[config.mk]
export PLATFORM = sky130hd
export DESIGN_NAME = imem_loader
export DESIGN_NICKNAME = d
export VERILOG_FILES = /design/src/rtl/imem_loader.sv
export SDC_FILE = /design/constraint.sdc
export NUM_CORES = 1
export LEC_CHECK = 0
export ABC_AREA = 1
export BUFFER_PORTS_ARGS = -buffer_cell sky130_fd_sc_hd__buf_2
export CORE_MARGIN = 1
export CORE_UTILIZATION = 30
export CTS_BUF_LIST = sky130_fd_sc_hd__clkbuf_4
export CTS_CLUSTER_SIZE = 8
export DETAILED_ROUTE_END_ITERATION = 6
export PLACE_DENSITY = 0.42
export SLEW_MARGIN = 10
export SYNTH_ARGS = -nofsm -noshare
export SYNTH_HDL_FRONTEND = slang
export SYNTH_SLANG_ARGS = --single-unit
export TNS_END_PERCENT = 100
[constraint.sdc]
create_clock -name clk_i -period 4.28 [get_ports clk_i]
set_input_delay 0.428 -clock clk_i [delete_from_list [all_inputs] [get_ports clk_i]]
set_output_delay 0.428 -clock clk_i [all_outputs]
set_load 0.005 [all_outputs]
[src/rtl/imem_loader.sv]
// Framed byte-stream loader: parses magic/base/len/payload/csum into byte writes
// on the instruction memory and holds the core in reset while a load is pending.
//
// state | meaning
// IDLE  | waiting for 0xA5 magic, other bytes dropped
// ADDR  | collecting 4 base-address bytes, little-endian
// LEN   | collecting 4 length bytes, range check on the last one
// DATA  | writing payload bytes, one per accepted byte
// CSUM  | checking the checksum byte
// DONE  | frame loaded and verified, core released
// ERR   | frame rejected (range or checksum), core held
module imem_loader #(
  parameter int unsigned MEM_BYTES = 32'd4096,
  parameter bit          BOOT_HOLD = 1'b1
) (
  input  logic        clk_i,
  input  logic        rst_ni,
  input  logic [7:0]  s_data_i,
  input  logic        s_valid_i,
  output logic        s_ready_o,
  output logic        we_o,
  output logic [31:0] wa_o,
  output logic [7:0]  wd_o,
  output logic [31:0] entry_o,
  output logic        core_rst_no,
  output logic        done_o,
  output logic        err_o
);

  localparam logic [7:0]  MAGIC     = 8'hA5;
  localparam logic [32:0] MEM_LIMIT = {1'b0, MEM_BYTES};

  localparam logic [2:0] ST_IDLE = 3'd0;
  localparam logic [2:0] ST_ADDR = 3'd1;
  localparam logic [2:0] ST_LEN  = 3'd2;
  localparam logic [2:0] ST_DATA = 3'd3;
  localparam logic [2:0] ST_CSUM = 3'd4;
  localparam logic [2:0] ST_DONE = 3'd5;
  localparam logic [2:0] ST_ERR  = 3'd6;

  logic [2:0]  r_state;
  logic [1:0]  r_idx;
  logic [31:0] r_base;
  logic [31:0] r_len;
  logic [31:0] r_addr;
  logic [31:0] r_rem;
  logic [7:0]  r_sum;
  logic        r_we;
  logic [31:0] r_wa;
  logic [7:0]  r_wd;
  logic [31:0] r_entry;
  logic        r_done;
  logic        r_err;
  logic        r_core_rst_n;

  logic        w_ready;
  logic        w_xfer;
  logic        w_magic;
  logic        w_last_idx;
  logic [31:0] w_base_full;
  logic [31:0] w_len_full;
  logic [32:0] w_end;
  logic        w_range_bad;
  logic [7:0]  w_csum;

  always_comb begin
    w_ready = 1'b1;
    case (r_state)
      ST_IDLE, ST_ADDR, ST_LEN, ST_DATA,
      ST_CSUM, ST_DONE, ST_ERR: w_ready = 1'b1;
      default:                  w_ready = 1'b1;
    endcase
  end

  assign w_xfer      = s_valid_i & w_ready;
  assign w_magic     = (s_data_i == MAGIC);
  assign w_last_idx  = (r_idx == 2'd3);
  assign w_base_full = {s_data_i, r_base[31:8]};
  assign w_len_full  = {s_data_i, r_len[31:8]};
  // 33-bit sum so a base near 4 GiB cannot wrap past the range check
  assign w_end       = {1'b0, r_base} + {1'b0, w_len_full};
  assign w_range_bad = (w_end > MEM_LIMIT);
  assign w_csum      = r_sum + s_data_i;

  always_ff @(posedge clk_i or negedge rst_ni) begin
    if (!rst_ni) begin
      r_state      <= ST_IDLE;
      r_idx        <= 2'd0;
      r_base       <= 32'd0;
      r_len        <= 32'd0;
      r_addr       <= 32'd0;
      r_rem        <= 32'd0;
      r_sum        <= 8'd0;
      r_we         <= 1'b0;
      r_wa         <= 32'd0;
      r_wd         <= 8'd0;
      r_entry      <= 32'd0;
      r_done       <= 1'b0;
      r_err        <= 1'b0;
      r_core_rst_n <= !BOOT_HOLD;
    end else begin
      r_we <= 1'b0;
      if (w_xfer) begin
        case (r_state)
          ST_IDLE, ST_DONE, ST_ERR: begin
            if (w_magic) begin
              r_state      <= ST_ADDR;
              r_idx        <= 2'd0;
              r_done       <= 1'b0;
              r_err        <= 1'b0;
              r_core_rst_n <= 1'b0;
            end
          end
          ST_ADDR: begin
            r_base <= w_base_full;
            r_idx  <= r_idx + 2'd1;
            if (w_last_idx) begin
              r_entry <= w_base_full;
              r_state <= ST_LEN;
            end
          end
          ST_LEN: begin
            r_len <= w_len_full;
            r_idx <= r_idx + 2'd1;
            if (w_last_idx) begin
              r_addr <= r_base;
              r_rem  <= w_len_full;
              r_sum  <= 8'd0;
              if (w_range_bad) begin
                r_err   <= 1'b1;
                r_state <= ST_ERR;
              end else if (w_len_full == 32'd0) begin
                r_state <= ST_CSUM;
              end else begin
                r_state <= ST_DATA;
              end
            end
          end
          ST_DATA: begin
            r_we   <= 1'b1;
            r_wa   <= r_addr;
            r_wd   <= s_data_i;
            r_addr <= r_addr + 32'd1;
            r_rem  <= r_rem - 32'd1;
            r_sum  <= w_csum;
            if (r_rem == 32'd1) r_state <= ST_CSUM;
          end
          ST_CSUM: begin
            if (w_csum == 8'd0) begin
              r_done       <= 1'b1;
              r_core_rst_n <= 1'b1;
              r_state      <= ST_DONE;
            end else begin
              r_err   <= 1'b1;
              r_state <= ST_ERR;
            end
          end
          default: r_state <= ST_IDLE;
        endcase
      end
    end
  end

  assign s_ready_o   = w_ready;
  assign we_o        = r_we;
  assign wa_o        = r_wa;
  assign wd_o        = r_wd;
  assign entry_o     = r_entry;
  assign core_rst_no = r_core_rst_n;
  assign done_o      = r_done;
  assign err_o       = r_err;

endmodule

After elaboration in Yosys (flattened, before gate mapping)

Cells that the tools add are included.

Order comparisons: 1
Reduce and logical (&&, ||, !) cells: 18
Equality and inequality tests: 16
Add/subtract/negate cells: 5
Mux-type cells: 25

Operators by type and width:

| operator                                                               | number |
|---|---|
| 32-bit one-hot mux with 2 select lines                                 | 2 |
| 32-bit 2-to-1 mux                                                      | 2 |
| 32-bit by 32-bit adder with 33-bit output                              | 1 |
| 33-bit by 13-bit > comparator with 1-bit output, second input constant | 1 |
| 32-bit by 1-bit adder with 32-bit output, second input constant        | 1 |
| 32-bit by 1-bit equality test with 1-bit output, second input constant | 1 |
| 32-bit zero test                                                       | 1 |
| 32-bit by 1-bit subtractor with 32-bit output, second input constant   | 1 |
| 3-bit 2-to-1 mux                                                       | 6 |
| 8-bit one-hot mux with 2 select lines                                  | 1 |
| 3-bit one-hot mux with 5 select lines                                  | 1 |
| 2-bit != test, second input constant                                   | 7 |
| 3-bit equality test, second input constant                             | 3 |
| 3-bit AND reduction                                                    | 3 |
| 8-bit adder                                                            | 1 |
| 8-bit equality test, second input constant                             | 1 |
| 8-bit zero test                                                        | 1 |
| 8-bit 2-to-1 mux                                                       | 1 |
| 1-bit 2-to-1 mux                                                       | 7 |
| 3-bit by 2-bit equality test with 1-bit output, second input constant  | 2 |
| 2-bit AND reduction                                                    | 3 |
| 6-bit AND reduction                                                    | 1 |
| 2-bit nonzero test                                                     | 3 |
| 5-bit AND reduction                                                    | 1 |
| other kinds (12)                                                       | 13 |

Bits of input ports: 11
Register bits: 216
Word-level logic and storage cells: 78

Longest topological paths before layout

Gate-level depths: netlist of the first run.

Depth after elaboration: 5
Mapped depth: 22
Depth with buffers taken out: 21

Least setup slack after synthesis of the first run

No wires, ideal clock.

Path kind: reg2reg
Start: register r_base[0]
End: register r_state[1]
Stages on the path, launching flop included: 19
Clock period less this slack: 2.399 ns
Arrival: 2.282 ns
Setup slack: 1.881 ns
Buffers on the path: 0
Required time: 4.163 ns
Setup time: 0.117 ns
Path through: dfrtp_1 > ha_1 > fa_1 > nand3_1 > nand2_2 > nand2_1 > nand2_1 > nand2_1 > nand2_1 > nand3_1 > nand2_1 > nand2_1 > nand3_1 > nor3_2 > nand3_1 > nand2_1 > nand2_1 > nand2_1 > nand2_1

Word-level cells in the longest chain between the ends: 5

Ends and longest elaborated chain:

| what                                            | line | RTL |
|---|---|---|
| start, declared                                 | 43   | `logic [31:0] r_base;` |
| start signal, assigned                          | 115  | `r_base <= w_base_full;` |
| 32-bit by 32-bit adder with 33-bit output       | 81   | `assign w_end = {1'b0, r_base} + {1'b0, w_len_full};` |
| 33-bit by 13-bit > comparator with 1-bit output | 82   | `assign w_range_bad = (w_end > MEM_LIMIT);` |
| 3-bit 2-to-1 mux                                | 129  | `if (w_range_bad) begin` |
| 3-bit 2-to-1 mux                                | 125  | `if (w_last_idx) begin` |
| 3-bit one-hot mux with 5 select lines           | 104  | `case (r_state)` |
| end signal, assigned                            | 107  | `r_state <= ST_ADDR;` |
| end signal, assigned                            | 131  | `r_state <= ST_ERR;` |
| end signal, assigned                            | 133  | `r_state <= ST_CSUM;` |
| end, declared                                   | 41   | `logic [2:0] r_state;` |

Every way passes these cells. The select of a mux whose other input is x is not followed.
A chain may end at the register's enable or synchronous reset.

Final worst setup path of the first run

Start: register r_state[1]
End: register r_addr[17]

Word-level cells in the longest chain between the ends: 3

Ends and longest elaborated chain:

| what                                                                 | line | RTL |
|---|---|---|
| start signal, assigned                                               | 87   | `r_state <= ST_IDLE;` |
| start signal, assigned                                               | 107  |  |
| start signal, assigned                                               | 119  | `r_state <= ST_LEN;` |
| 3-bit by 2-bit equality test with 1-bit output                       | 104  |  |
| 2-bit != test (no line) / 2-bit nonzero test (equally long branches) | --   |  |
| 3-bit AND reduction (no line)                                        | --   |  |
| end signal, assigned                                                 | 126  | `r_addr <= r_base;` |
| end signal, assigned                                                 | 143  | `r_addr <= r_addr + 32'd1;` |
| end, declared                                                        | 45   | `logic [31:0] r_addr;` |

Several ways; a longest one is shown, not always the timed one.

==> results of run 1 <==
## cells by family (layout without fill, tap and decap cells)
family | after synthesis | in the layout | share of synthesized area [%]
AOI/OAI and AO/OA | 376 | 376 | 15.8
xor gates and xnor gates | 46 | 46 | 3.20
adders and majority gates | 45 | 45 | 4.59
buffers and inverters | 295 | 448 | 9.02
DFF | 208 | 208 | 41.3
muxes | 2 | 2 | 0.169
other | 1 | 2 | 0.0298
and+or+nand+nor | 747 | 747 | 25.9
## what timing repair did
item,CTS,global route
resized for setup,0,0
endpoints found under the hold margin,90,0
hold buffers,1,0
## tightest hold or removal path, stage by stage
cell and delay, ps:
buf_2 120, nand4_1 140, o31ai_1 80
## power by group
part           switching, mW  total, mW  leakage [nW]  internal (mW)
sequential             0.963       3.81          2.63           2.84
combinational           3.63       5.52          4.05           1.89
clock                  0.908       1.92         0.461           1.01
## stage by stage
step	cell area, um^2	cells	utilization (%)	hold slack [ps]
2_1_floorplan	12600	1720	-	132
3_5_place_dp	13600	2297	33.2	458
3_3_place_gp	13600	2297	33.2	461
4_1_cts	14400	2405	35.1	19.3
5_1_grt	14400	2406	35.1	60.4
6_report	14400	2406	35.1	93.3
## final timing paths
kind	from	end
setup / recovery	r_state[1]	r_addr[17]
hold / removal	s_valid_i	r_idx[1]
setup reg to reg	r_state[1]	r_addr[17]
hold reg to reg	err_o	err_o
max in group asynchronous	rst_ni	entry_o[23]
min in group asynchronous	rst_ni	err_o
## synthesized netlist by cell type (all sizes together), types with 6 or more instances
| cell | n | share of area (%) |
|---|---|---|
| xor2 | 40 | 2.8 |
| buf | 16 | 0.71 |
| o21ai | 238 | 9.5 |
| inv | 239 | 7.1 |
| nor4 | 13 | 0.81 |
| a31oi | 6 | 0.30 |
| o211ai | 11 | 0.69 |
| a21oi | 98 | 4.0 |
| nor2 | 153 | 5.2 |
| nand3b | 7 | 0.42 |
| o22ai | 10 | 0.50 |
| nand3 | 71 | 3.0 |
| nor3 | 31 | 1.4 |
| dfrtp | 208 | 41 |
| ha | 43 | 4.3 |
| clkbuf | 40 | 1.2 |
| nand4 | 26 | 1.5 |
| nand2 | 442 | 13 |
| xnor2 | 6 | 0.42 |
## layout make-up
cell class / instances / area (um^2) / share of cell area, %
diodes: 1 / 2.50 / 0.0174
repair buffers: 102 / 601 / 4.16
clock inverters: 17 / 92.6 / 0.642
inverters: 239 / 897 / 6.22
multi-input cells: 1217 / 6280 / 43.6
clock buffers: 90 / 676 / 4.68
well taps: 532 / 666 / 4.62
flip-flops and latches: 208 / 5200 / 36.1
## state kept, by name (all words and copies together) (netlist names)
name	cells
r_len	24
r_rem	32
core_rst_no	1
r_base	32
entry_o	32
r_addr	32
we_o	1
wd_o	8
r_sum	8
r_idx	2
err_o	1
wa_o	32
r_state	3
## routing by layer
layer  GRT usage, %  vias up  wire, um
met3           3.47       60      2150
met5              0        -         0
li1               -     5853         -
met2           31.7      289     18900
met4           6.00        0       920
met1           30.4     5561     21600
## layout by cell type, fill, tap and decap left out, types with 12 or more instances in the layout
master,instances
nand4_1,23
clkinv_1,13
clkbuf_4,90
a21oi_1,96
nor3_1,25
dfrtp_1,208
buf_4,12
inv_2,14
nor2_1,133
o21ai_0,227
buf_2,85
nand3_1,66
xor2_1,40
inv_1,226
ha_1,43
nand2_1,434
==> metrics.yaml, run 1 <==
run:
  cap_violations: 0
worst_setup_path:
  path_buf_inv: 5
  crit_type: "register to register"
  critical_path_depth: 12
  cp-start-kind: "register"
  rr_worst_depth: 12
  slowest_stage: "dfrtp_1"
  cp.required_ps: 4840
  path_max_fanout: 41
  path_cells: "inv_1, nor2_1, inv_1, nor2_2, inv_2, nor2_1, nor3_2, inv_2, buf_12, a21oi_1, o21ai_0, o21ai_0"
  crit_family: "buffers and inverters"
  critPathCaptureType: "register"
  ff2ff_setup_slack_ps: 1490
  cp.arrival_ps: 3350
  slowest_delay_ps: 410
status:
  outcome: "completed"
global_route:
  grt_usage_pct: 20.9
  grt_max_degree: 94
  grt_pass1_wl_um: 67900
  gr-total-overflow: 0
  grt_pass1_vias: 11500
  antenna_found_initial: 2
timing:
  fin_crit_sh_pct: 65.3
  fin_setup_tns_ps: 0
  final_hold_viol_count: 0
  worst_slack_ps: 1490
  slew_viol_final: 0
  timing.slew.headroom_pct: 34.9
  final.min_clock_period_ps: 2790
  fmax_ghz: 0.358
  finalSetupViolations: 0
  skew_ps: 39.7
  rsz0062_at_grt: "false"
  worstMarginPinSlew_ps: 974
synthesis:
  syn_area_per_cell_um2: 7.33
  yosys_warnings: 0
  synthFlopType: "dfrtp_1"
  synth-edff-count: 0
  yosysSeqAreaShare_pct: 41.3
  syn-num-nets: 1776
  netlist_area_um2: 12600
  async_flop_share_pct: 100
  synth_seq_cells: 208
  syn_inst: 1720
  yosys.cell_types.count: 51
clock_network:
  cts_max_level: 2
  path_clk_slew_ps: 70
  clk_path_buf_depth: 3
  tritoncts: "built"
  post_cts.repair.setup_buffers: 0
  clk_latency_ps: 730
  root_buffer: "clkbuf_4"
  cts_sinks: 208
  cts_made_buffers: 59
power:
  p_leak_nw: 7.14
  finalPower_mw: 11.3
  vdd_ir_drop_max_uv: 267
  p_per_area_nw_per_um2: 780
placement:
  gp_routability_congestion: 0.900
  dp_hpwl_um: 32000
  dpl_worst_slack_ps: 1410
  numPortBuffers: 86
die:
  die_h_um: 207
  core-area_um2: 41100
  fp-row-count: 74
  die_area_um2: 42800
  die_w_um: 207
  pin_count: 88
  start_util_pct: 30.7
drt:
  drc_errors: 0
  first_pass_iters: 7
  postRouteWirelength_um: 43600
  ant_nets: 0
  wl_per_cell_um: 18.1
  vias: 11800
  drtIter0Drc: 712
  routed_via_density: 4.89
worst_hold_path:
  hold_path_class: "primary input to register"
  hold_depth: 3
layout:
  num-fill-cells: 4580
  drive_above_1_share_pct: 13.8
  nets: 1883
  syn2layout_area_growth_pct: 14.4
Power figures use the tool's default switching activity.
==> run 2, diff against run 1 <==
- clock period: 4.28 -> 2.8 ns (I/O delays scaled with it)
==> run 2 against run 1 <==
  * Sequential cell count is the same
  * Worst setup slack lost 1300 ps
  * Total power grew 64%
==> metrics.yaml, run 2 (synthesis gave the netlist of run 1 again) <==
placement:
  placed_area_um2: 14100  # +3.2%
  dp_hpwl_um: 34300  # +7.3%
  dpl_worst_slack_ps: -5.11  # -1420 ps
  numPortBuffers: 86  # unchanged
  gp_routability_congestion: 0.912  # +1.3%
power:
  p_per_area_nw_per_um2: 1200  # +54%
  comb_power_share_pct: 53.8  # +4.7 points
  power_switching_mw: 8.98  # +63%
  p_leak_nw: 7.46  # +4.4%
  pwr-share-clk_pct: 15.2  # -1.9 points
  p_seq_share_pct: 31.1  # -2.7 points
  swShare_pct: 48.6  # -0.29 points
  internal-power_mw: 9.48  # +65%
  vdd_ir_drop_max_uv: 510  # +91%
timing:
  timing.slew.headroom_pct: 46.6  # +12 points
  fin_crit_sh_pct: 92.0  # +27 points
  final_hold_viol_count: 0  # unchanged
  final.min_clock_period_ps: 2580  # -218 ps
  rsz0062_at_grt: "true"
  finalSetupViolations: 0  # unchanged
  worst_slack_ps: 224  # -1260 ps
  worstMarginPinSlew_ps: 800  # -174 ps
  fmax_ghz: 0.388  # +8.5%
  slew_viol_final: 0  # unchanged
  skew_ps: 56.5  # +16.8 ps
clock_network:
  path_clk_slew_ps: 60  # about the same
  tritoncts: "built"
  cts_sinks: 208  # unchanged
  cts_made_buffers: 59  # unchanged
  clk_path_buf_depth: 3  # unchanged
  root_buffer: "clkbuf_4"
  cts_max_level: 2  # unchanged
  clk_latency_ps: 810  # +80 ps
worst_setup_path:
  cp.arrival_ps: 3280  # -70 ps
  crit_type: "register to register"
  crit_end: "r_state[1]"
  rr_worst_depth: 15  # +3
  cp-start-kind: "register"
  r2r-end: "r_state[1]"
  critPathLaunch: "r_len[8]"
  ff2ff_setup_slack_ps: 220  # -1260 ps
  r2r_start: "r_len[8]"
  path_max_fanout: 4  # -90%
  critPathCaptureType: "register"
  cp.required_ps: 3500  # -1340 ps
global_route:
  gr-total-overflow: 0  # unchanged
  antenna_found_initial: 2  # unchanged
  met3_usage_pct: 3.09  # -0.38 points
  grt_usage_pct: 21.8  # +0.84 points
  grt_use_met2_pct: 32.9  # +1.3 points
  grt_pass1_wl_um: 69800  # +2.8%
  use_met1_pct: 31.0  # +0.59 points
  grt_pass1_vias: 11800  # +2.1%
  grt_max_degree: 85  # -9.6%
  top_usage_layer: "met2"
drt:
  wl_per_cell_um: 18.5  # +2.4%
  postRouteWirelength_um: 45700  # +4.9%
  ant_nets: 0  # unchanged
  first_pass_iters: 7  # unchanged
  drc_errors: 0  # unchanged
  vias: 12200  # +3.3%
  routed_via_density: 4.93  # +0.87%
  drtIter0Drc: 771  # +8.3%
layout:
  syn2layout_area_growth_pct: 21.6
  post-route-util_pct: 37.3  # +2.2 points
  drive_above_1_share_pct: 19.8  # +6.0 points
  design_area_um2: 15300  # +6.3%
  nets: 1949  # +3.5%
  num-fill-cells: 4511  # -1.5%
  final_cell_mix: "nand2_1 (422), inv_1 (226), o21ai_0 (226)"
  mostFrequentLayoutCell: "nand2_1"
die:
  die_area_um2: 42800  # unchanged
  die_w_um: 207  # unchanged
  die_h_um: 207  # unchanged
  pin_count: 88  # unchanged
  fp-row-count: 74  # unchanged
  core-area_um2: 41100  # unchanged
  start_util_pct: 30.7  # unchanged
run:
  cap_violations: 0  # unchanged
status:
  outcome: "completed"
worst_hold_path:
  hold_path_class: "primary input to asynchronous set/reset pin"
## run 2: cell types whose count changed in the layout (fill, tap and decap cells not counted), sizes merged
cell | previous run | this run
bufinv | 1 | 0
diode | 1 | 2
buf | 101 | 158
clkinv | 15 | 9
inv | 240 | 239
dlygate4sd3 | 1 | 10
## run 2: final cells by class
cell class	instances	area [um^2]	share of cell area (%)
Inverter	239	897	5.85
Timing Repair Buffer	168	1140	7.46
Multi-Input combinational cell	1217	6690	43.7
Tap cell	532	666	4.34
Sequential cell	208	5210	34.0
Clock buffer	90	676	4.41
Antenna cell	2	5.00	0.0326
Clock inverter	9	36.3	0.237
## run 2: timing repair
item / 4_1_cts / 5_1_grt
hold buffers: 10 / 0
setup buffers: 0 / 2
gates resized for setup: 1 / 91
gates cloned: 0 / 0
pin swaps: 0 / 12
endpoints found under the hold margin: 123 / 0
setup endpoints to repair: 1 / 4
## run 2: per-stage QoR
step           TNS (ps)  power [mW]  hold slack [ps]  std cells
5_1_grt            -128        20.1              117       2464
3_3_place_gp      -20.7        14.9              354       2352
4_1_cts               0        17.8             49.9       2461
6_report              0        18.5             86.0       2465
2_1_floorplan         0        11.1            -15.6       1720
3_5_place_dp      -5.11        14.9              357       2352
## run 2: power by group through the flow
stage / Sequential, mW / Clock, mW / Combinational, mW
after floorplan: 5.32 / 0 / 5.81
after global placement: 5.64 / 0 / 9.25
after detailed placement: 5.64 / 0 / 9.22
after CTS: 5.61 / 2.92 / 9.27
after global routing: 5.91 / 3.07 / 11.1
final: 5.74 / 2.80 / 9.92
## run 2: metal layers
layer / routed length (um) / vias up
met1: 22100 / 5799
met5: 0 / -
met2: 20000 / 307
met3: 2190 / 76
met4: 1370 / 0
li1: - / 5974
## run 2: how the worst min path moves through the flow
stage	slack [ps]	startpoint	depth (start not counted)	to
6_report	90	rst_ni	2	r_sum[7]
3_3_place_gp	350	rst_ni	1	r_sum[7]
3_5_place_dp	360	rst_ni	1	r_idx[0]
4_1_cts	50	rst_ni	2	r_idx[0]
2_1_floorplan	-20	rst_ni	0	core_rst_no
5_1_grt	120	rst_ni	2	r_sum[3]
## run 2: worst max-delay path, cell delays in order, from the launching register on
cell	delay, ps
dfrtp_1	420
ha_4	190
fa_2	440
nand3_2	120
nand2_4	70
and3_1	150
o21ai_1	260
a21oi_1	120
a21oi_1	150
nand4_1	160
nor2_4	160
nand3_2	70
nand2_1	60
nand2_1	40
nand2_1	50
nand2_1	50
==> run 3, diff against run 2 <==
- CTS_BUF_LIST: sky130_fd_sc_hd__clkbuf_4 -> sky130_fd_sc_hd__clkbuf_4 sky130_fd_sc_hd__clkbuf_8 sky130_fd_sc_hd__clkbuf_16
==> run 3 against run 2 <==
  * Cell area rose by 0.26%
  * Utilization is 0.097 points higher
  * Worst hold slack improved by 35 ps
  * Sequential power barely moved
  * Worst setup slack worse by 13 ps
  * Largest cell class unchanged
  * Highest routed layer unchanged
==> metrics.yaml, run 3 (synthesis gave the netlist of run 1 again) <==
drt:
  drt-met1-wl_um: 22300  # +0.78%
  drtIter0Drc: 857  # +11%
  ant_nets: 0  # unchanged
  wl_met2_um: 20100  # +0.44%
  vias: 11900  # -2.2%
  postRouteWirelength_um: 45200  # -1.2%
  wl_per_cell_um: 18.9  # +1.9%
  wl_met3_um: 1810  # -17%
  first_pass_iters: 7  # unchanged
  routed_via_density: 4.98  # +0.90%
  drc_errors: 0  # unchanged
  dr.max_layer_used: "met4"
die:
  die_area_um2: 42800  # unchanged
  start_util_pct: 30.7  # unchanged
  fp-row-count: 74  # unchanged
  die_w_um: 207  # unchanged
  pin_count: 88  # unchanged
  die_h_um: 207  # unchanged
  core-area_um2: 41100  # unchanged
power:
  finalPower_mw: 19.1  # +3.3%
  p_per_area_nw_per_um2: 1240  # +3.0%
  p_leak_nw: 7.40  # -0.84%
  vdd_ir_drop_max_uv: 478  # -6.3%
global_route:
  grt_usage_pct: 21.3  # -0.43 points
  grt_pass1_vias: 11500  # -2.2%
  grt_max_degree: 85  # unchanged
  gr-total-overflow: 0  # unchanged
  antenna_found_initial: 1  # -1
  grt_pass1_wl_um: 69200  # -0.98%
worst_setup_path:
  critical_path_depth: 20  # +5
  cp.required_ps: 3250  # -250 ps
  crit_family: "simple AND/OR/NAND/NOR gates"
  crit_end: "r_state[1]"
  r2r-end: "r_state[1]"
  path_buf_inv: 0  # unchanged
  r2r_start: "r_len[8]"
  critPathLaunch: "r_len[8]"
  cpMostUsedCell: "nand2_1"
  slowest_stage: "fa_2"
  slowest_delay_ps: 430  # about the same
  cp.arrival_ps: 3040  # -240 ps
  path_max_fanout: 4  # unchanged
  cp-start-kind: "register"
  critPathCaptureType: "register"
  crit_type: "register to register"
  path_cells: "ha_4, fa_2, nand3_2, nand2_2, nand2_2, nand2_2, nand2_1, nand2_1, nand2_1, nand3_1, nor2_1, nand2_1, nor2_2, nand3_2, nor2_4, nand3_2, nand2_1, nand2_1, nand2_1, nand2_1"
  rr_worst_depth: 20  # +5
  ff2ff_setup_slack_ps: 210  # about the same
placement:
  numPortBuffers: 86  # unchanged
  dp_hpwl_um: 34300  # unchanged
  dpl_worst_slack_ps: -5.11  # unchanged
  gp_routability_congestion: 0.912  # unchanged
layout:
  nets: 1911  # -1.9%
  syn2layout_area_growth_pct: 21.9
  post-route-util_pct: 37.4  # +0.097 points
  final_cell_mix: "nand2_1 (423), inv_1 (226), o21ai_0 (226)"
  drive_above_1_share_pct: 17.3  # -2.5 points
  num-fill-cells: 4434  # -1.7%
  mostFrequentLayoutCell: "nand2_1"
  diodes: 0  # -2
timing:
  timing.slew.headroom_pct: 47.6  # +0.94 points
  fin_setup_tns_ps: 0  # unchanged
  fin_crit_sh_pct: 92.5  # +0.48 points
  skew_ps: 23.4  # -33.1 ps
  fmax_ghz: 0.386  # -0.51%
  final_hold_viol_count: 0  # unchanged
  slew_viol_final: 0  # unchanged
  final.min_clock_period_ps: 2590  # +13.3 ps
  finalSetupViolations: 0  # unchanged
  worstMarginPinSlew_ps: 786  # -14.2 ps
  holdWs_ps: 121  # +34.9 ps
  worst_slack_ps: 211  # -13.3 ps
clock_network:
  tritoncts: "built"
  clk_latency_ps: 560  # -250 ps
  cts_max_level: 1  # -1
  cts_made_buffers: 30  # -49%
  clk_path_buf_depth: 3  # unchanged
  cts_sinks: 208  # unchanged
  path_clk_slew_ps: 50  # about the same
  root_buffer: "clkbuf_16"
status:
  outcome: "completed"
worst_hold_path:
  hold_path_class: "primary input to register"
run:
  cap_violations: 0  # unchanged
-- run 3: worst min-delay path by stage --
stage,start,endpoint,slack (ps),cells after the start
6_report,s_valid_i,r_idx[1],120,3
5_1_grt,s_data_i[7],r_base[31],130,3
4_1_cts,s_valid_i,r_idx[1],90,3
3_5_place_dp,rst_ni,r_idx[0],360,1
3_3_place_gp,rst_ni,r_sum[7],350,1
2_1_floorplan,rst_ni,core_rst_no,-20,0
-- run 3: final cells by class --
type,instances,area [um^2],share of cell area [%]
Clock buffer,34,805,5.23
Clock inverter,1,30.0,0.195
Inverter,239,897,5.84
Multi-Input combinational cell,1217,6710,43.7
Sequential cell,208,5210,33.9
Tap cell,532,666,4.33
Timing Repair Buffer,159,1050,6.85
-- run 3: repair_timing --
| action | in CTS | in global routing |
|---|---|---|
| hold buffers | 1 | 0 |
| endpoints found under the setup margin | 0 | 4 |
| endpoints found under the hold margin | 78 | 0 |
| gates resized for setup | 0 | 90 |
| setup buffers | 0 | 2 |
-- run 3: routing by layer --
layer	global-route usage (%)	vias up
li1	-	5856
met4	5.03	0
met1	31.2	5730
met3	2.29	48
met5	0	-
met2	33.5	258
-- run 3: where the power goes --
part	switching [mW]	internal [mW]	total [mW]	leakage, nW
clock	1.30	2.07	3.36	0.413
combinational	6.22	3.72	9.94	4.36
sequential	1.40	4.36	5.77	2.63
total	8.92	10.2	19.1	7.40
-- run 3: metrics by stage --
step	instances	cell area (um^2)
6_report	2390	15400
5_1_grt	2390	15400
4_1_cts	2388	14900
3_5_place_dp	2352	14100
3_3_place_gp	2352	14100
2_1_floorplan	1720	12600
-- run 3: worst min-delay path, stage by stage --
cell and delay, ps:
buf_2 130, nand4_1 140, o31ai_1 80
